===== src/rtl/trig_pkg.sv =====
//==============================================================================
// Module      : trig_pkg
// Description : Shared state encoding and synchroniser depth for the trigger
//               receive monitor.
// Revision    : 1.0 - initial release
//==============================================================================
`default_nettype none

package trig_pkg;

    // Number of flops between the asynchronous line and the level used by logic
    localparam int SYNC_DEPTH = 2;

    typedef logic [2:0] state_t;

    localparam state_t ST_IDLE  = 3'd0;
    localparam state_t ST_ARMED = 3'd1;
    localparam state_t ST_HIGH  = 3'd2;
    localparam state_t ST_LOW   = 3'd3;
    localparam state_t ST_DONE  = 3'd4;

endpackage : trig_pkg

`default_nettype wire


===== src/rtl/trig_sync_edge.sv =====
//==============================================================================
// Module      : trig_sync_edge
// Description : Two-flop synchroniser plus one delay flop for edge detection.
// Revision    : 1.0 - initial release
//==============================================================================
`default_nettype none

module trig_sync_edge
    import trig_pkg::*;
(
    input  logic clk_i,
    input  logic rst_ni,
    input  logic async_i,
    output logic level_o,
    output logic rise_o,
    output logic fall_o
);

    logic [SYNC_DEPTH-1:0] sync_q;
    logic                  dly_q;

    always_ff @(posedge clk_i or negedge rst_ni) begin
        if (!rst_ni) begin
            sync_q <= '0;
            dly_q  <= 1'b0;
        end else begin
            sync_q <= {sync_q[SYNC_DEPTH-2:0], async_i};
            dly_q  <= sync_q[SYNC_DEPTH-1];
        end
    end

    // Rise and fall both come from the same pair of flops, so both edges
    // see identical latency and measured widths stay exact.
    assign level_o = sync_q[SYNC_DEPTH-1];
    assign rise_o  =  sync_q[SYNC_DEPTH-1] & ~dly_q;
    assign fall_o  = ~sync_q[SYNC_DEPTH-1] &  dly_q;

endmodule : trig_sync_edge

`default_nettype wire


===== src/rtl/trig_rx_monitor.sv =====
//==============================================================================
// Module      : trig_rx_monitor
// Description : Measures one armed burst on the trigger input: pulse count,
//               last width, last period, glitch/stuck-high error, done strobe.
// Revision    : 1.0 - initial release
//==============================================================================
`default_nettype none

module trig_rx_monitor
    import trig_pkg::*;
#(
    parameter int CNT_W  = 32,
    parameter int MINW_W = 8
) (
    input  logic              I_clk_100mhz,
    input  logic              I_Rst_n,
    input  logic              I_Trig,
    input  logic              I_Arm,
    input  logic [CNT_W-1:0]  I_Timeout,
    input  logic [MINW_W-1:0] I_Min_Width,
    output logic [CNT_W-1:0]  O_Pulse_Cnt,
    output logic [CNT_W-1:0]  O_Width,
    output logic [CNT_W-1:0]  O_Period,
    output logic              O_Err,
    output logic              O_Busy,
    output logic              O_Done
);

    localparam logic [CNT_W-1:0] C_ONE = CNT_W'(1);

    function automatic logic [CNT_W-1:0] sat_inc(input logic [CNT_W-1:0] v);
        return (&v) ? v : v + C_ONE;
    endfunction

    logic trig_level;
    logic trig_rise;
    logic trig_fall;

    trig_sync_edge u_sync (
        .clk_i   (I_clk_100mhz),
        .rst_ni  (I_Rst_n),
        .async_i (I_Trig),
        .level_o (trig_level),
        .rise_o  (trig_rise),
        .fall_o  (trig_fall)
    );

    state_t            state_q,  state_d;
    logic [CNT_W-1:0]  width_q,  width_d;
    logic [CNT_W-1:0]  per_q,    per_d;
    logic [CNT_W-1:0]  gap_q,    gap_d;
    logic [CNT_W-1:0]  tmo_q,    tmo_d;
    logic [MINW_W-1:0] minw_q,   minw_d;
    logic [CNT_W-1:0]  cnt_q,    cnt_d;
    logic [CNT_W-1:0]  wid_q,    wid_d;
    logic [CNT_W-1:0]  prd_q,    prd_d;
    logic              err_q,    err_d;
    logic              busy_q,   busy_d;
    logic              done_q,   done_d;

    always_ff @(posedge I_clk_100mhz or negedge I_Rst_n) begin
        if (!I_Rst_n) begin
            state_q <= ST_IDLE;
            width_q <= '0;
            per_q   <= '0;
            gap_q   <= '0;
            tmo_q   <= '0;
            minw_q  <= '0;
            cnt_q   <= '0;
            wid_q   <= '0;
            prd_q   <= '0;
            err_q   <= 1'b0;
            busy_q  <= 1'b0;
            done_q  <= 1'b0;
        end else begin
            state_q <= state_d;
            width_q <= width_d;
            per_q   <= per_d;
            gap_q   <= gap_d;
            tmo_q   <= tmo_d;
            minw_q  <= minw_d;
            cnt_q   <= cnt_d;
            wid_q   <= wid_d;
            prd_q   <= prd_d;
            err_q   <= err_d;
            busy_q  <= busy_d;
            done_q  <= done_d;
        end
    end

    always_comb begin
        state_d = state_q;
        width_d = width_q;
        per_d   = per_q;
        gap_d   = gap_q;
        tmo_d   = tmo_q;
        minw_d  = minw_q;
        cnt_d   = cnt_q;
        wid_d   = wid_q;
        prd_d   = prd_q;
        err_d   = err_q;

        case (state_q)
            ST_IDLE: begin
                if (I_Arm) begin
                    cnt_d   = '0;
                    wid_d   = '0;
                    prd_d   = '0;
                    err_d   = 1'b0;
                    width_d = '0;
                    per_d   = '0;
                    gap_d   = '0;
                    tmo_d   = (I_Timeout == '0) ? C_ONE : I_Timeout;
                    minw_d  = I_Min_Width;
                    state_d = ST_ARMED;
                end
            end

            // A line already high at arm produces no rise here until it
            // has fallen and risen again.
            ST_ARMED: begin
                if (trig_rise) begin
                    width_d = C_ONE;
                    per_d   = C_ONE;
                    state_d = ST_HIGH;
                end
            end

            ST_HIGH: begin
                if (trig_fall) begin
                    if (width_q >= CNT_W'(minw_q)) begin
                        cnt_d = sat_inc(cnt_q);
                        wid_d = width_q;
                    end else begin
                        err_d = 1'b1;
                    end
                    gap_d   = C_ONE;
                    per_d   = sat_inc(per_q);
                    state_d = ST_LOW;
                end else if (trig_level && (width_q >= tmo_q)) begin
                    err_d   = 1'b1;
                    state_d = ST_DONE;
                end else if (trig_level) begin
                    width_d = sat_inc(width_q);
                    per_d   = sat_inc(per_q);
                end
            end

            ST_LOW: begin
                if (trig_rise) begin
                    prd_d   = per_q;
                    per_d   = C_ONE;
                    width_d = C_ONE;
                    state_d = ST_HIGH;
                end else if (gap_q >= tmo_q) begin
                    state_d = ST_DONE;
                end else begin
                    gap_d = sat_inc(gap_q);
                    per_d = sat_inc(per_q);
                end
            end

            ST_DONE: begin
                state_d = ST_IDLE;
            end

            default: begin
                state_d = ST_IDLE;
            end
        endcase

        // Flag outputs are registered from the next state so they line up
        // exactly with the state register.
        busy_d = (state_d == ST_ARMED) || (state_d == ST_HIGH) || (state_d == ST_LOW);
        done_d = (state_d == ST_DONE);
    end

    assign O_Pulse_Cnt = cnt_q;
    assign O_Width     = wid_q;
    assign O_Period    = prd_q;
    assign O_Err       = err_q;
    assign O_Busy      = busy_q;
    assign O_Done      = done_q;

endmodule : trig_rx_monitor

`default_nettype wire


===== config.mk =====
export PLATFORM = sky130hd
export DESIGN_NAME = trig_rx_monitor
export DESIGN_NICKNAME = d
export VERILOG_FILES = /design/src/rtl/trig_pkg.sv /design/src/rtl/trig_sync_edge.sv /design/src/rtl/trig_rx_monitor.sv
export SDC_FILE = /design/constraint.sdc
export NUM_CORES = 1
export LEC_CHECK = 0
export ABC_CLOCK_PERIOD_IN_PS = 3380
export CORE_MARGIN = 1.5
export CORE_UTILIZATION = 50
export DETAILED_ROUTE_END_ITERATION = 12
export PLACE_DENSITY = 0.72
export SYNTH_ARGS = -nofsm -noshare
export SYNTH_HDL_FRONTEND = slang
export SYNTH_SLANG_ARGS = --single-unit

===== constraint.sdc =====
create_clock -name I_clk_100mhz -period 3.38 [get_ports I_clk_100mhz]
set_input_delay 0.676 -clock I_clk_100mhz [delete_from_list [all_inputs] [get_ports I_clk_100mhz]]
set_output_delay 0.676 -clock I_clk_100mhz [all_outputs]
set_load 0.02 [all_outputs]

# After elaboration in Yosys (flattened, before gate mapping)
# Index checks and enable logic that the tools add are counted.
[op_classes] add_sub_neg=4 n_mul=0 div=0 magnitude_cmp=3 n_eq_ne=26 n_shift=0 n_mux=41 n_bitwise=4 n_reduce_logical=23
[ops] op="$mux W32" n=23
[ops] op="$pmux W32 S2" n=3
[ops] op="$pmux W32 S3" n=2
[ops] op="$add A32 B1 Y32 const B" n=4
[ops] op="$pmux W32 S4" n=1
[ops] op="$reduce_and A32 Y1" n=4
[ops] op="$ge A32 B32 Y1" n=2
[ops] op="$ge A32 B8 Y1" n=1
[ops] op="$logic_not A32 Y1" n=1
[ops] op="$ne A2 B2 Y1 const B" n=12
[ops] op="$mux W3" n=6
[ops] op="$eq A3 B2 Y1 const B" n=4
[ops] op="$ne A3 B3 Y1 const B" n=4
[ops] op="$pmux W3 S4" n=1
[ops] op="$reduce_and A6 Y1" n=2
[ops] op="$reduce_and A4 Y1" n=2
[ops] op="$reduce_and A7 Y1" n=1
[ops] op="$eq A3 B1 Y1 const B" n=2
[ops] op="$reduce_bool A3 Y1" n=2
[ops] op="$reduce_and A5 Y1" n=1
[ops] op="$mux W1" n=4
[ops] op="$ne A2 B1 Y1 const B" n=2
[ops] op="$reduce_bool A2 Y1" n=2
[ops] op="$reduce_bool A4 Y1" n=1
[ops] op="11 further kinds" n=14
[word_totals] regBits=241 latch_bits=0 ram_bits=0 romBits=0 in_bits=44 out_inout_bits=99 word_cells=115 n_memories=0

# Longest topological paths before layout
[logic_depth] word_depth=8 mapped_depth=14 ltp_nobuf=10

# Cells and area by module
# From an unflattened synthesis, not the netlist that was laid out.
[hier_totals] hier_cells=1479 hier_area_um2=13180.1
[by_module_without_submodules] module="trig_rx_monitor" n_inst=1 cells_per_inst=1474 area_each_um2=13090.1 seq_area_each_um2=5955.7
[by_module_without_submodules] module="trig_sync_edge" n_inst=1 cells_per_inst=5 area_each_um2=90.1 seq_area_each_um2=75.1

# Least setup slack after synthesis
# Ideal clock, no wire load.
[synth_path] path_type="reg2reg" startpoint="reg width_q[0]" endpoint="reg per_q[15]" setup_time_ps=92 arrival_ps=3024 required_time_ps=3288 path_slack_ps=264 stages_incl_launch_ff=14 path_buffers=3 period_less_slack_ps=3116 cell_sequence="dfrtp_1 > inv_1 > ha_1 > nand2b_1 > a2111oi_0 > or4b_1 > a31oi_1 > or2_2 > a32o_1 > buf_6 > or3_1 > buf_6 > buf_6 > o31ai_2"
[synth_via] elab_chain_len=4
[synth_lines] element="start: declaration" line_no="trig_rx_monitor.sv:49" rtl="logic [CNT_W-1:0] width_q, width_d;"
[synth_lines] element="start signal: assignment" line_no="trig_rx_monitor.sv:77" rtl="width_q <= width_d;"
[synth_lines] element="$ge A32 B32 Y1" line_no="trig_rx_monitor.sv:140" rtl="end else if (trig_level && (width_q >= tmo_q)) begin"
[synth_lines] element="$logic_and A1 B1 Y1" line_no="trig_rx_monitor.sv:140"
[synth_lines] element="$ne A3 B3 Y1 (no line)"
[synth_lines] element="$reduce_and A6 Y1 (no line)"
[synth_lines] element="end signal: assignment" line_no="trig_rx_monitor.sv:78" rtl="per_q <= per_d;"
[synth_lines] element="end: declaration" line_no="trig_rx_monitor.sv:50" rtl="logic [CNT_W-1:0] per_q, per_d;"
# Every way passes these cells.
# A chain may end at the register's enable or synchronous reset.

# Worst setup path after layout
[layout_path] startpoint="reg width_q[0]" endpoint="reg per_q[26]"
# The elaborated chain is that of the path after synthesis.

==> metrics.md <==
| Metric | Value |
|---|---|
| Post-synthesis cell count | `approximately 1,500` |
| Worst R2R End | `per_q[26]$_DFFE_PN0P_` |
| Clk_lat worst skew | `0.54 ns` |
| CP max stage cell | `or3_1` |
| Nets@finish | `1,772` |
| Initial antenna violation count | `0` |
| Max-cap violations | `0` |
| Number of synthesized flops with an enable pin | `0` |
| Yosys top cell by area | `dfrtp_1` |
| Vias in the first global route | `about 11,000` |
| Non-Filler Instances | `2,007` |
| IO buf count | `around 140` |
| Antenna-violating nets left | `0` |
| Global-route wire length before repair | `60,500 um` |
| Pwr dens | `roughly 600 nW/um^2` |
| Iteration-0 DRC Markers | `roughly 1,100` |
| Post-synthesis cell type count | `slightly above 60` |
| Most frequent cells in the layout | `nand2_1, dfrtp_1, clkdlybuf4s50_1` |
| Largest net degree at the start of global routing | `92` |
| Worst clock skew | `0.0151 ns` |
| Die span in x | `~170 um` |
| CTS root buf | `clkbuf_16` |
| Fin. Hold Viols | `0` |
| Slowest stage delay, CP | `~0.43 ns` |
| Num CTS Buffers | `27` |
| CP Launch Type | `flip-flop` |
| Final GP Congestion | `roughly 0.94` |
| Initial Utilization | `between 50% and 60%` |
| H-tree levels | `1` |
| Req. time, crit path | `approximately 3.8 ns` |
| WL final | `~37,000 um` |
| Area delta synth->final | `22.8%` |
| Post-Syn Area per Cell | `a little under 9 um^2` |
| Flop2flop setup slack | `around 0.13 ns` |
| Worst setup path class | `flip-flop to flip-flop` |
| Crit path buffers/inverters | `2` |
| Crit. Startpoint | `width_q[0]$_DFFE_PN0P_` |
| # IOs | `between 100 and 150` |
| Setup crit end kind | `flip-flop` |
| Synth top area share | `45.5%` |
| DRC viols | `0` |
| Cells along the critical path | `inv_1 > ha_1 > nand2b_1 > a2111oi_2 > or4b_1 > a31oi_1 > or2_2 > a32o_1 > or3_1 > buf_12 > o41ai_2` |
| Crit-path max FO | `25` |
| Dpl hpwl | `roughly 27,000 um` |
| Syn_nets | `roughly 1,600` |
| Fraction of registers with async set/reset | `100%` |
| Seq/Total Area, Yosys | `between 40% and 50%` |
| Worst hold margin | `~0.16 ns` |
| Stages on the worst setup path | `11` |
| Synth warn | `0` |
| Row count | `59` |
| Seq cells post-synth | `approximately 240` |
| Synth area leaders | `dfrtp_1, ha_1, nand2_1, o21ai_0, nor2_1` |
| Max-slew violations | `0` |
| Post-Syn Area | `~13,000 um^2` |
| R2R Path Start | `width_q[0]$_DFFE_PN0P_` |
| GRT Resource Usage Total | `26.7%` |
| Critical path data arrival time | `3.67 ns` |
| Final period utilization | `96.0%` |
| Run status | `complete, no violations` |
| First-pass iteration count of the detailed router | `5` |
| Setup tns final | `0 ns` |
| Layout cell share with drive strength beyond 1 | `a little under a tenth` |
| Drt via density | `slightly below 6` |
| Clock Sinks | `about 240` |
| Via count | `between 10,000 and 15,000` |
| FMAX | `between 0.3 and 0.4 GHz` |
| Setup violators final | `0` |
| Main synth FF type | `dfrtp_1` |
| Top delay family on crit path | `simple AND/OR/NAND/NOR gates` |
| Total global routing overflow | `0` |
| Total core area | `between 20,000 and 30,000 um^2` |
| CTS Buffer Depth | `3` |
| Static Leak | `a little over 7 nW` |
| Hold crit path type | `primary input to asynchronous set/reset pin` |
| Worst R2R Path Depth | `11` |
| Die height | `between 150 and 200 um` |
| Tmin final | `about 3.2 ns` |
| Worst setup path end | `per_q[26]$_DFFE_PN0P_` |
| Drt wl/cell | `~19 um` |
| Worst-path clk slew | `approximately 0.070 ns` |
| Worst slew margin | `40.4%` |
| ANT cells | `0` |
| Commonest non-fill, non-tap cell in the layout | `nand2_1` |
| Die ar. | `approximately 28,000 um^2` |
| Slew @ Worst Pin | `between 0.8 and 0.9 ns` |
| Cells after DPL | `1,957` |
| Peak supply drop | `between 0.3 and 0.4 mV` |
| TritonCTS clock tree | `done` |
cell type report:
class / instances / area (um^2)
fill: 2227 / 9770
multi-input combinational: 1110 / 6730
sequential: 241 / 6030
timing repair buffer: 210 / 2000
clock buffer: 41 / 808
tap: 335 / 419
inverter: 62 / 233
clock inverter: 8 / 65.1
cells by family after synthesis:
group	Yosys count	share of synthesized area, %
XOR/XNOR	53	3.50
AO/OA/AOI/OAI	336	16.2
buffers and inverters	142	4.37
multiplexers	2	0.151
adder cells (fa/ha/maj)	76	7.17
AND/OR/NAND/NOR	643	23.2
flip-flops	241	45.5
registers in the layout, summed over array words and instances, names as in the netlist, 2 cells and up:
name           cells
O_Width           32
minw_q             8
per_q             32
width_q           32
state_q            3
O_Period          32
u_sync.sync_q      2
gap_q             32
O_Pulse_Cnt       32
tmo_q             32
timing repair:
action,in CTS,in global routing
endpoints found under the setup margin,0,23
hold buffers,0,0
gates resized for setup,0,5
setup buffers,0,1
cell usage after synthesis (4+ instances only):
| cell type | count |
|---|---|
| a211oi_1 | 5 |
| a21o_1 | 4 |
| a21oi_1 | 64 |
| a31oi_1 | 17 |
| and2_1 | 11 |
| and3_1 | 26 |
| and4_1 | 10 |
| buf_2 | 7 |
| buf_6 | 5 |
| clkbuf_1 | 67 |
| dfrtp_1 | 241 |
| ha_1 | 76 |
| inv_1 | 62 |
| nand2_1 | 253 |
| nand2b_1 | 10 |
| nand3_1 | 61 |
| nand4_1 | 51 |
| nor2_1 | 111 |
| nor3_1 | 24 |
| nor4_1 | 28 |
| o211ai_1 | 9 |
| o21a_1 | 7 |
| o21ai_0 | 140 |
| o22a_1 | 4 |
| o31ai_1 | 41 |
| o31ai_2 | 17 |
| or3_1 | 27 |
| or4_1 | 15 |
| xnor2_1 | 21 |
| xor2_1 | 32 |
how the worst min path moves through the flow:
stage,depth (start not counted),endpoint,from
floorplan,0,u_sync.sync_q[1]$_DFF_PN0_,u_sync.sync_q[0]$_DFF_PN0_
global placement,0,u_sync.sync_q[1]$_DFF_PN0_,u_sync.sync_q[0]$_DFF_PN0_
detailed placement,0,u_sync.sync_q[1]$_DFF_PN0_,u_sync.sync_q[0]$_DFF_PN0_
CTS,1,O_Pulse_Cnt[16]$_DFFE_PN0P_,I_Rst_n
global route,1,O_Pulse_Cnt[16]$_DFFE_PN0P_,I_Rst_n
finish,1,O_Pulse_Cnt[15]$_DFFE_PN0P_,I_Rst_n
report_power, final:
group	total (mW)	switching, mW	internal [mW]
clock	2.90	1.18	1.71
combinational	3.48	2.42	1.06
sequential	3.39	0.184	3.21
through the flow:
stage               cell area, um^2  util, %  power [mW]  worst slack [ns]
floorplan                     13300        -        5.62             0.264
global route                  16300     62.5        10.3          -0.00102
finish                        16300     62.5        9.77             0.134
global placement              15400     59.0        6.76             0.149
CTS                           16300     62.4        9.77            0.0404
detailed placement            15400     59.0        6.87            0.0634
per-layer routing:
metal / global-route usage [%] / up-vias / wire [um]
met4: 9.24 / 0 / 1170
met3: 3.81 / 78 / 2210
li1: - / 5651 / -
met5: 0 / - / 0
met2: 43.8 / 422 / 17600
met1: 36.4 / 5801 / 16300
Note: power is estimated with default switching activity, not from simulation.
